==> src/rtl/retospect_cfg_loader.sv <==
// Byte-fed loader for a serial configuration chain: shifts CHAIN_LEN bits out
// LSB first while capturing the chain tail into readback bytes.
module retospect_cfg_loader #(
  parameter int CHAIN_LEN = 498,
  parameter int CNT_W     = 9
) (
  input  logic       clk,
  input  logic       reset,
  input  logic       start,
  input  logic [7:0] byte_data,
  input  logic       byte_valid,
  output logic       byte_ready,
  output logic       cfg_en,
  output logic       cfg_bs,
  input  logic       cfg_ret,
  output logic [7:0] rb_data,
  output logic       rb_valid,
  output logic       busy,
  output logic       done
);

  typedef enum logic [1:0] {IDLE, LOAD, SHIFT, FIN} state_t;

  localparam logic [CNT_W-1:0] LAST_BIT = CNT_W'(CHAIN_LEN - 1);

  state_t           state_q, state_d;
  logic [7:0]       shift_q, shift_d;
  logic [CNT_W-1:0] bits_sent_q, bits_sent_d;
  logic [3:0]       rb_idx_q, rb_idx_d;
  logic [7:0]       rb_acc_q, rb_acc_d;
  logic [7:0]       rb_data_q, rb_data_d;
  logic             rb_valid_q, rb_valid_d;
  logic             cfg_en_q, cfg_en_d;
  logic             cfg_bs_q, cfg_bs_d;
  logic             byte_ready_q, byte_ready_d;
  logic             busy_q, busy_d;
  logic             done_q, done_d;

  logic             last_bit;
  logic [7:0]       acc_next;

  // A byte ends after its 8th bit or when the chain is full, whichever is first;
  // that also truncates the final byte so its unused upper bits never shift out.
  assign last_bit = (rb_idx_q == 4'd7) || (bits_sent_q == LAST_BIT);
  assign acc_next = rb_acc_q | (8'(cfg_ret) << rb_idx_q[2:0]);

  always_comb begin
    state_d     = state_q;
    shift_d     = shift_q;
    bits_sent_d = bits_sent_q;
    rb_idx_d    = rb_idx_q;
    rb_acc_d    = rb_acc_q;
    rb_data_d   = rb_data_q;
    rb_valid_d  = 1'b0;

    case (state_q)
      IDLE: begin
        if (start) begin
          state_d     = LOAD;
          bits_sent_d = '0;
          rb_idx_d    = '0;
          rb_acc_d    = '0;
        end
      end
      LOAD: begin
        if (byte_valid) begin
          shift_d = byte_data;
          state_d = SHIFT;
        end
      end
      SHIFT: begin
        shift_d     = shift_q >> 1;
        bits_sent_d = bits_sent_q + CNT_W'(1);
        if (last_bit) begin
          rb_data_d  = acc_next;
          rb_valid_d = 1'b1;
          rb_idx_d   = '0;
          rb_acc_d   = '0;
          state_d    = (bits_sent_q == LAST_BIT) ? FIN : LOAD;
        end else begin
          rb_idx_d = rb_idx_q + 4'd1;
          rb_acc_d = acc_next;
        end
      end
      FIN: state_d = IDLE;
      default: state_d = IDLE;
    endcase

    // Outputs are decoded from the next state so the registered copies line up
    // with the state they describe.
    cfg_en_d     = (state_d == SHIFT);
    cfg_bs_d     = shift_d[0];
    byte_ready_d = (state_d == LOAD);
    busy_d       = (state_d != IDLE);
    done_d       = (state_d == FIN);
  end

  always_ff @(posedge clk or posedge reset) begin
    if (reset) begin
      state_q      <= IDLE;
      shift_q      <= '0;
      bits_sent_q  <= '0;
      rb_idx_q     <= '0;
      rb_acc_q     <= '0;
      rb_data_q    <= '0;
      rb_valid_q   <= 1'b0;
      cfg_en_q     <= 1'b0;
      cfg_bs_q     <= 1'b0;
      byte_ready_q <= 1'b0;
      busy_q       <= 1'b0;
      done_q       <= 1'b0;
    end else begin
      state_q      <= state_d;
      shift_q      <= shift_d;
      bits_sent_q  <= bits_sent_d;
      rb_idx_q     <= rb_idx_d;
      rb_acc_q     <= rb_acc_d;
      rb_data_q    <= rb_data_d;
      rb_valid_q   <= rb_valid_d;
      cfg_en_q     <= cfg_en_d;
      cfg_bs_q     <= cfg_bs_d;
      byte_ready_q <= byte_ready_d;
      busy_q       <= busy_d;
      done_q       <= done_d;
    end
  end

  assign byte_ready = byte_ready_q;
  assign cfg_en     = cfg_en_q;
  assign cfg_bs     = cfg_bs_q;
  assign rb_data    = rb_data_q;
  assign rb_valid   = rb_valid_q;
  assign busy       = busy_q;
  assign done       = done_q;

endmodule

==> config.mk <==
export PLATFORM = sky130hd
export DESIGN_NAME = retospect_cfg_loader
export DESIGN_NICKNAME = d
export VERILOG_FILES = /design/src/rtl/retospect_cfg_loader.sv
export SDC_FILE = /design/constraint.sdc
export NUM_CORES = 1
export LEC_CHECK = 0
export ABC_CLOCK_PERIOD_IN_PS = 4900
export CAP_MARGIN = 20
export CELL_PAD_IN_SITES_DETAIL_PLACEMENT = 0
export CELL_PAD_IN_SITES_GLOBAL_PLACEMENT = 2
export CORE_MARGIN = 10
export CORE_UTILIZATION = 38
export CTS_CLUSTER_DIAMETER = 150
export DETAILED_ROUTE_END_ITERATION = 16
export HOLD_SLACK_MARGIN = 0.15
export PLACE_DENSITY_LB_ADDON = 0.25
export SLEW_MARGIN = 40
export SYNTH_ARGS = -nofsm -noshare
export SYNTH_HDL_FRONTEND = slang
export SYNTH_SLANG_ARGS = --single-unit
export TNS_END_PERCENT = 30
==> constraint.sdc <==
create_clock -name clk -period 4.9 [get_ports clk]
set_input_delay 0.49 -clock clk [delete_from_list [all_inputs] [get_ports clk]]
set_output_delay 0.49 -clock clk [all_outputs]
set_load 0.005 [all_outputs]
==> metrics.csv, run 1 <==
metric;value;unit
count of final hold-check violations;0;
Yosys cell types;37;
VDD IR max;0.2188;mV
leading cell type by number of instances after synthesis;dfrtp_1;
RR Startpoint;state_q[1];
clk slew on worst S/H paths;0.08;ns
hold wc startpoint;rb_acc_q[6];
top cells by area, synth;dfrtp_1 (53%), mux2i_1 (8.1%), o21ai_0 (4.8%);
global-route wire length before repair;7307;µm
Final Non-Filler Cells;292;
CTS root buffer;clkbuf_8;
fin crit period;2.034;ns
share of cells above drive strength 1;8.559;%
placed instance count;284;
leading area contributor after synthesis;dfrtp_1;
clock network power share;20.9;%
CP Buf/Inv Count;0;
CP Max Fanout;25;
Tot GR Track Use;10.14;%
HP Class;reg2reg;
worst path cell trace;nand2b_1, a21o_1, mux2_4;
I/O pins;27;
Die Y;94.29;µm
slowest CP cell;dfrtp_1;
initial drt markers;101;
post-synth top area share;52.51;%
vias per inst;5.123;
Max H-tree Level;2;
fillers;490;
asr flop ratio synth;100.0;%
syn avg cell area;10.59;µm²
slowest stage delay, CP;0.77;ns
leak pwr;1.169;nW
CP Class;reg2reg;
setup tns final;0;ns
nets@finish;237;
synthesis-to-layout area growth;18.85;%
initial antenna violation count;0;
cell area after synthesis;2097;µm²
Worst R2R Path Depth;3;
Die ar.;8890;µm²
internal power;0.0007148;W
die span in x;94.29;µm
Slew Viols, Final;0;
final period utilization;41.51;%
Congestion Overflow GR;0;
routed len/inst;14.46;µm
fmax;0.4916;GHz
register bit total from synthesis;44;
status;completed;
initial core utilization;40.04;%
IO buf count;26;
Setup crit end kind;flip-flop;
Pwr per Cell Area;439.1;nW/µm²
core box area;5238;µm²
Mapped Cells;198;
FF-to-FF End;rb_data[7];
CTS sink count;44;
WL final;4222;µm
DRC Markers;0;
Max Cap Viol;0;
DR pass1 iterations;4;
hold path cells;1;
Gate power share;29.4;%
vias in the first global route;1520;
CTS hold repair buffers;0;
number of setup violations in the final report;0;
via count;1496;
Ys Warns;0;
Seq/Total Area, Yosys;52.51;%
Setup Buffers After CTS;0;
cell family with most CP delay;flip-flops;
Seq pwr share;49.7;%
Post-DP HPWL;3018;µm
Least-Margin Pin Slew;0.6651;ns
Worst Path Required;5.08;ns
# resized after CTS;0;
GPL Wtd Cong;0.7745;
Detail Route Antenna Nets;0;
CTS Buf Count;5;
Hold EP;rb_acc_q[6];
Syn Nets;214;
RSZ-0062 raised after global routing;no;
Net Sw Power;0.0003795;W
TritonCTS clock tree;built;
num rows;26;
Max-slew headroom;55.66;%
Fin Clk Skew;0.007056;ns
Clock Tree Buf Depth;2;
flop2flop setup slack;2.87;ns
EDFF count, synth;0;
Sw Ratio;34.68;%
Top FF cell, synth;dfrtp_1;
Post-synth top cells;dfrtp_1 (44), nand2_1 (26), o21ai_0 (20), mux2i_1 (17), inv_1 (11);
Worst-Skew Late Latency;0.29;ns
startpoint type of the worst setup path;flip-flop;
largest net degree at the start of global routing;45;
diode count;0;
critical path arrival;2.21;ns
[cells in the final DEF (no fill, tap or decap), drive strengths merged]
master / synthesis / routed
clkbuf: 9 / 8
and2b: 1 / 1
buf: 2 / 1
clkinv: 0 / 1
ha: 3 / 3
nand3: 3 / 3
nor2: 7 / 7
a32o: 2 / 2
nand3b: 1 / 1
nand4bb: 1 / 1
o211ai: 4 / 4
o31ai: 3 / 3
dfrtp: 44 / 44
and3: 1 / 1
nand2b: 2 / 2
nand2: 26 / 26
o21ai: 20 / 20
nand4: 2 / 2
inv: 11 / 10
o21bai: 1 / 1
a41o: 1 / 1
nor3b: 2 / 2
a22o: 7 / 7
mux2i: 17 / 17
a21oi: 5 / 5
a31oi: 5 / 5
nor3: 3 / 3
mux2: 8 / 8
clkdlybuf4s50: 0 / 26
nor2b: 4 / 4
or2: 1 / 1
a21o: 1 / 1
a211o: 1 / 1
[kinds of logic after synthesis]
| kind of cell | share of synthesized area [%] |
|---|---|
| AND/OR/NAND/NOR | 13.07 |
| AO/OA/AOI/OAI | 15.69 |
| flip-flops | 52.51 |
| multiplexers | 12.59 |
| buffers and inverters | 4.355 |
| adder cells (fa/ha/maj) | 1.790 |
[worst max path at each step]
| stage | end | slack [ns] | startpoint | cells past startpoint |
|---|---|---|---|---|
| after floorplan | rb_data[7] | 3.19 | bits_sent_q[1] | 7 |
| after global placement | rb_acc_q[0] | 2.77 | start | 4 |
| after detailed placement | rb_acc_q[0] | 2.70 | start | 4 |
| after CTS | rb_data[7] | 2.84 | state_q[1] | 3 |
| after global routing | rb_data[7] | 2.70 | state_q[1] | 3 |
| final | rb_data[7] | 2.87 | state_q[1] | 3 |
[power groups by stage]
| stage | Sequential [W] | Combinational, W | Clock, W |
|---|---|---|---|
| 2_1_floorplan | 0.000482 | 0.000287 | 0 |
| 3_3_place_gp | 0.000546 | 0.000316 | 0 |
| 3_5_place_dp | 0.000550 | 0.000326 | 0 |
| 4_1_cts | 0.000544 | 0.000329 | 0.000237 |
| 5_1_grt | 0.000562 | 0.000366 | 0.000257 |
| 6_report | 0.000544 | 0.000322 | 0.000229 |
[state kept, by name (all words and copies together), names as in the netlist]
signal       count
rb_idx_q         4
rb_data          8
busy             1
rb_valid         1
rb_acc_q         8
cfg_en           1
bits_sent_q      9
byte_ready       1
shift_q          8
done             1
state_q          2
[cell type report]
type	instances	area (µm²)	area share, %
Clock buffer	8	90.09	3.614
Inverter	11	41.29	1.657
Multi-Input combinational cell	132	904.6	36.30
Sequential cell	44	1101	44.18
Tap cell	70	87.58	3.514
Timing Repair Buffer	27	267.8	10.74
[stage by stage]
step / power [W] / util (%) / hold WS, ns / instance area [µm²] / setup slack, ns
floorplan: 0.0007695 / - / 0.4558 / 2097 / 3.190
global placement: 0.0008614 / 45.87 / 0.4772 / 2402 / 2.772
detailed placement: 0.0008760 / 45.87 / 0.4861 / 2402 / 2.698
CTS: 0.001110 / 47.59 / 0.5034 / 2492 / 2.845
global route: 0.001185 / 47.59 / 0.5296 / 2492 / 2.702
finish: 0.001094 / 47.59 / 0.5010 / 2492 / 2.866
[metal layers]
| metal | global-route usage (%) | vias to the layer above | part of all wire (%) |
|---|---|---|---|
| met4 | 3.038 | 0 | 1.2 |
| met3 | 3.837 | 5 | 5.8 |
| met5 | 0 | - | 0 |
| li1 | - | 743 | - |
| met2 | 16.36 | 26 | 47 |
| met1 | 12.18 | 722 | 46 |
(Power assumes the default switching activity.)
==> run 2: changes to the inputs <==
--- a/config.mk
+++ b/config.mk
@@ -5,12 +5,12 @@
 export SDC_FILE = /design/constraint.sdc
 export NUM_CORES = 1
 export LEC_CHECK = 0
-export ABC_CLOCK_PERIOD_IN_PS = 4900
+export ABC_CLOCK_PERIOD_IN_PS = 1850
 export CAP_MARGIN = 20
 export CELL_PAD_IN_SITES_DETAIL_PLACEMENT = 0
 export CELL_PAD_IN_SITES_GLOBAL_PLACEMENT = 2
 export CORE_MARGIN = 10
-export CORE_UTILIZATION = 38
+export CORE_UTILIZATION = 32
 export CTS_CLUSTER_DIAMETER = 150
 export DETAILED_ROUTE_END_ITERATION = 16
 export HOLD_SLACK_MARGIN = 0.15
==> constraint.sdc (replaced) <==
create_clock -name clk -period 1.85 [get_ports clk]
set_input_delay 0.185 -clock clk [delete_from_list [all_inputs] [get_ports clk]]
set_output_delay 0.185 -clock clk [all_outputs]
set_load 0.005 [all_outputs]
==> metrics.csv, run 2 (synthesis gave the netlist of run 1 again) <==
metric;value;unit
Setup Buffers After CTS;0;
share of cells above drive strength 1;14.35;%
IO buf count;26;
HP Class;in2async;
count of final hold-check violations;0;
nets@finish;252;
RSZ-0062 raised after global routing;no;
DRC Markers;0;
GPL Wtd Cong;0.6884;
fin util;41.36;%
CTS root buffer;clkbuf_8;
I/O pins;27;
clk slew on worst S/H paths;0.08;ns
# resized after CTS;0;
critical path arrival;1.88;ns
Setup crit end kind;flip-flop;
final period utilization;91.52;%
largest net degree at the start of global routing;45;
Post-DP HPWL;3241;µm
Congestion Overflow GR;0;
slowest stage delay, CP;0.40;ns
Worst Path Required;2.04;ns
initial core utilization;33.02;%
commonest cells after routing, fill and taps aside;dfrtp_1 (44), nand2_1 (26), clkdlybuf4s50_1 (26);
die span in x;101.0;µm
routed len/inst;14.68;µm
CTS sink count;44;
core box area;6350;µm²
hold slack;0.2195;ns
CTS Buf Count;5;
number of setup violations in the final report;0;
diode count;0;
via count;1550;
Slew Viols, Final;0;
Die Y;101.0;µm
setup tns final;0;ns
leak pwr;1.246;nW
fillers;627;
Max Cap Viol;0;
vias per inst;4.936;
CP Class;reg2reg;
Worst-Skew Late Latency;0.30;ns
initial drt markers;77;
Max-slew headroom;68.81;%
Fin Clk Skew;0.003343;ns
worst path cell trace;inv_1, ha_1, nand4bb_1, or2_1, a21o_1, buf_4, mux2i_1;
most common cell after layout, fill and taps aside;dfrtp_1;
Detail Route Antenna Nets;0;
startpoint type of the worst setup path;flip-flop;
TritonCTS clock tree;built;
status;completed;
Least-Margin Pin Slew;0.4667;ns
DR pass1 iterations;4;
fin crit period;1.693;ns
initial antenna violation count;0;
Die ar.;10190;µm²
vias in the first global route;1563;
global-route wire length before repair;7810;µm
VDD IR max;0.4802;mV
largest reg by FF count;bits_sent_q;
Pwr per Cell Area;1182;nW/µm²
num rows;29;
Clock Tree Buf Depth;2;
synthesis-to-layout area growth;25.24;%
CTS hold repair buffers;0;
slowest CP cell;dfrtp_1;
Tot GR Track Use;9.500;%
fmax;0.5906;GHz
CP Max Fanout;6;
WL final;4611;µm
Max H-tree Level;2;
max FFs per register;9;
[run 2: changes by cell type in the layout (fill, tap and decap cells not counted)]
cell,delta
buf_12,+1
buf_4,+14
[run 2: final cells by class]
class	instances	area, µm²	share of cell area, %
multi-input combinational	132	904.6	34.44
clock buffer	8	90.09	3.430
inverter	11	41.29	1.572
sequential	44	1101	41.92
timing repair buffer	42	392.9	14.96
tap	77	96.34	3.668
[run 2: path summary, 6_finish.rpt]
| kind | start | to | slack (ns) | cells past startpoint |
|---|---|---|---|---|
| max | bits_sent_q[1] | rb_data[3] | 0.16 | 7 |
| min | reset | shift_q[0] | 0.22 | 3 |
| max reg2reg | bits_sent_q[1] | rb_data[3] | 0.16 | 7 |
| min reg2reg | rb_acc_q[7] | rb_acc_q[7] | 0.50 | 1 |
| max in group asynchronous | reset | busy | 1.42 | 3 |
| min in group clk | rb_acc_q[7] | rb_acc_q[7] | 0.50 | 1 |
[run 2: report_power, final]
part | internal [W] | total (W) | switching (W) | leakage [nW]
Combinational | 0.000562 | 0.00117 | 0.000608 | 0.611
Clock | 0.000305 | 0.000638 | 0.000333 | 0.0455
Sequential | 0.00116 | 0.00130 | 0.000132 | 0.589
[run 2: per-layer routing]
layer,up-vias,share of wire (%),GRT usage [%]
met2,18,44,13.56
met4,0,1.2,3.859
li1,773,-,-
met5,-,0,0
met1,754,51,12.72
met3,5,4.0,3.292
[run 2: through the flow]
step	area (µm²)	power [W]	worst slack [ns]	std cells
floorplan	2097	0.002038	0.1395	198
global placement	2536	0.002506	0.1739	306
detailed placement	2536	0.002498	0.1470	306
CTS	2626	0.003144	0.1394	314
global route	2626	0.003354	0.04331	314
finish	2626	0.003104	0.1569	314
[run 2: worst max-delay path: cells and delay by family (launching register included)]
family,cells,cell delay [ns]
simple gates,2,0.42
flops,1,0.40
buf+inv,2,0.27
compound gates,1,0.22
fa+ha+maj,1,0.14
mux,1,0.12
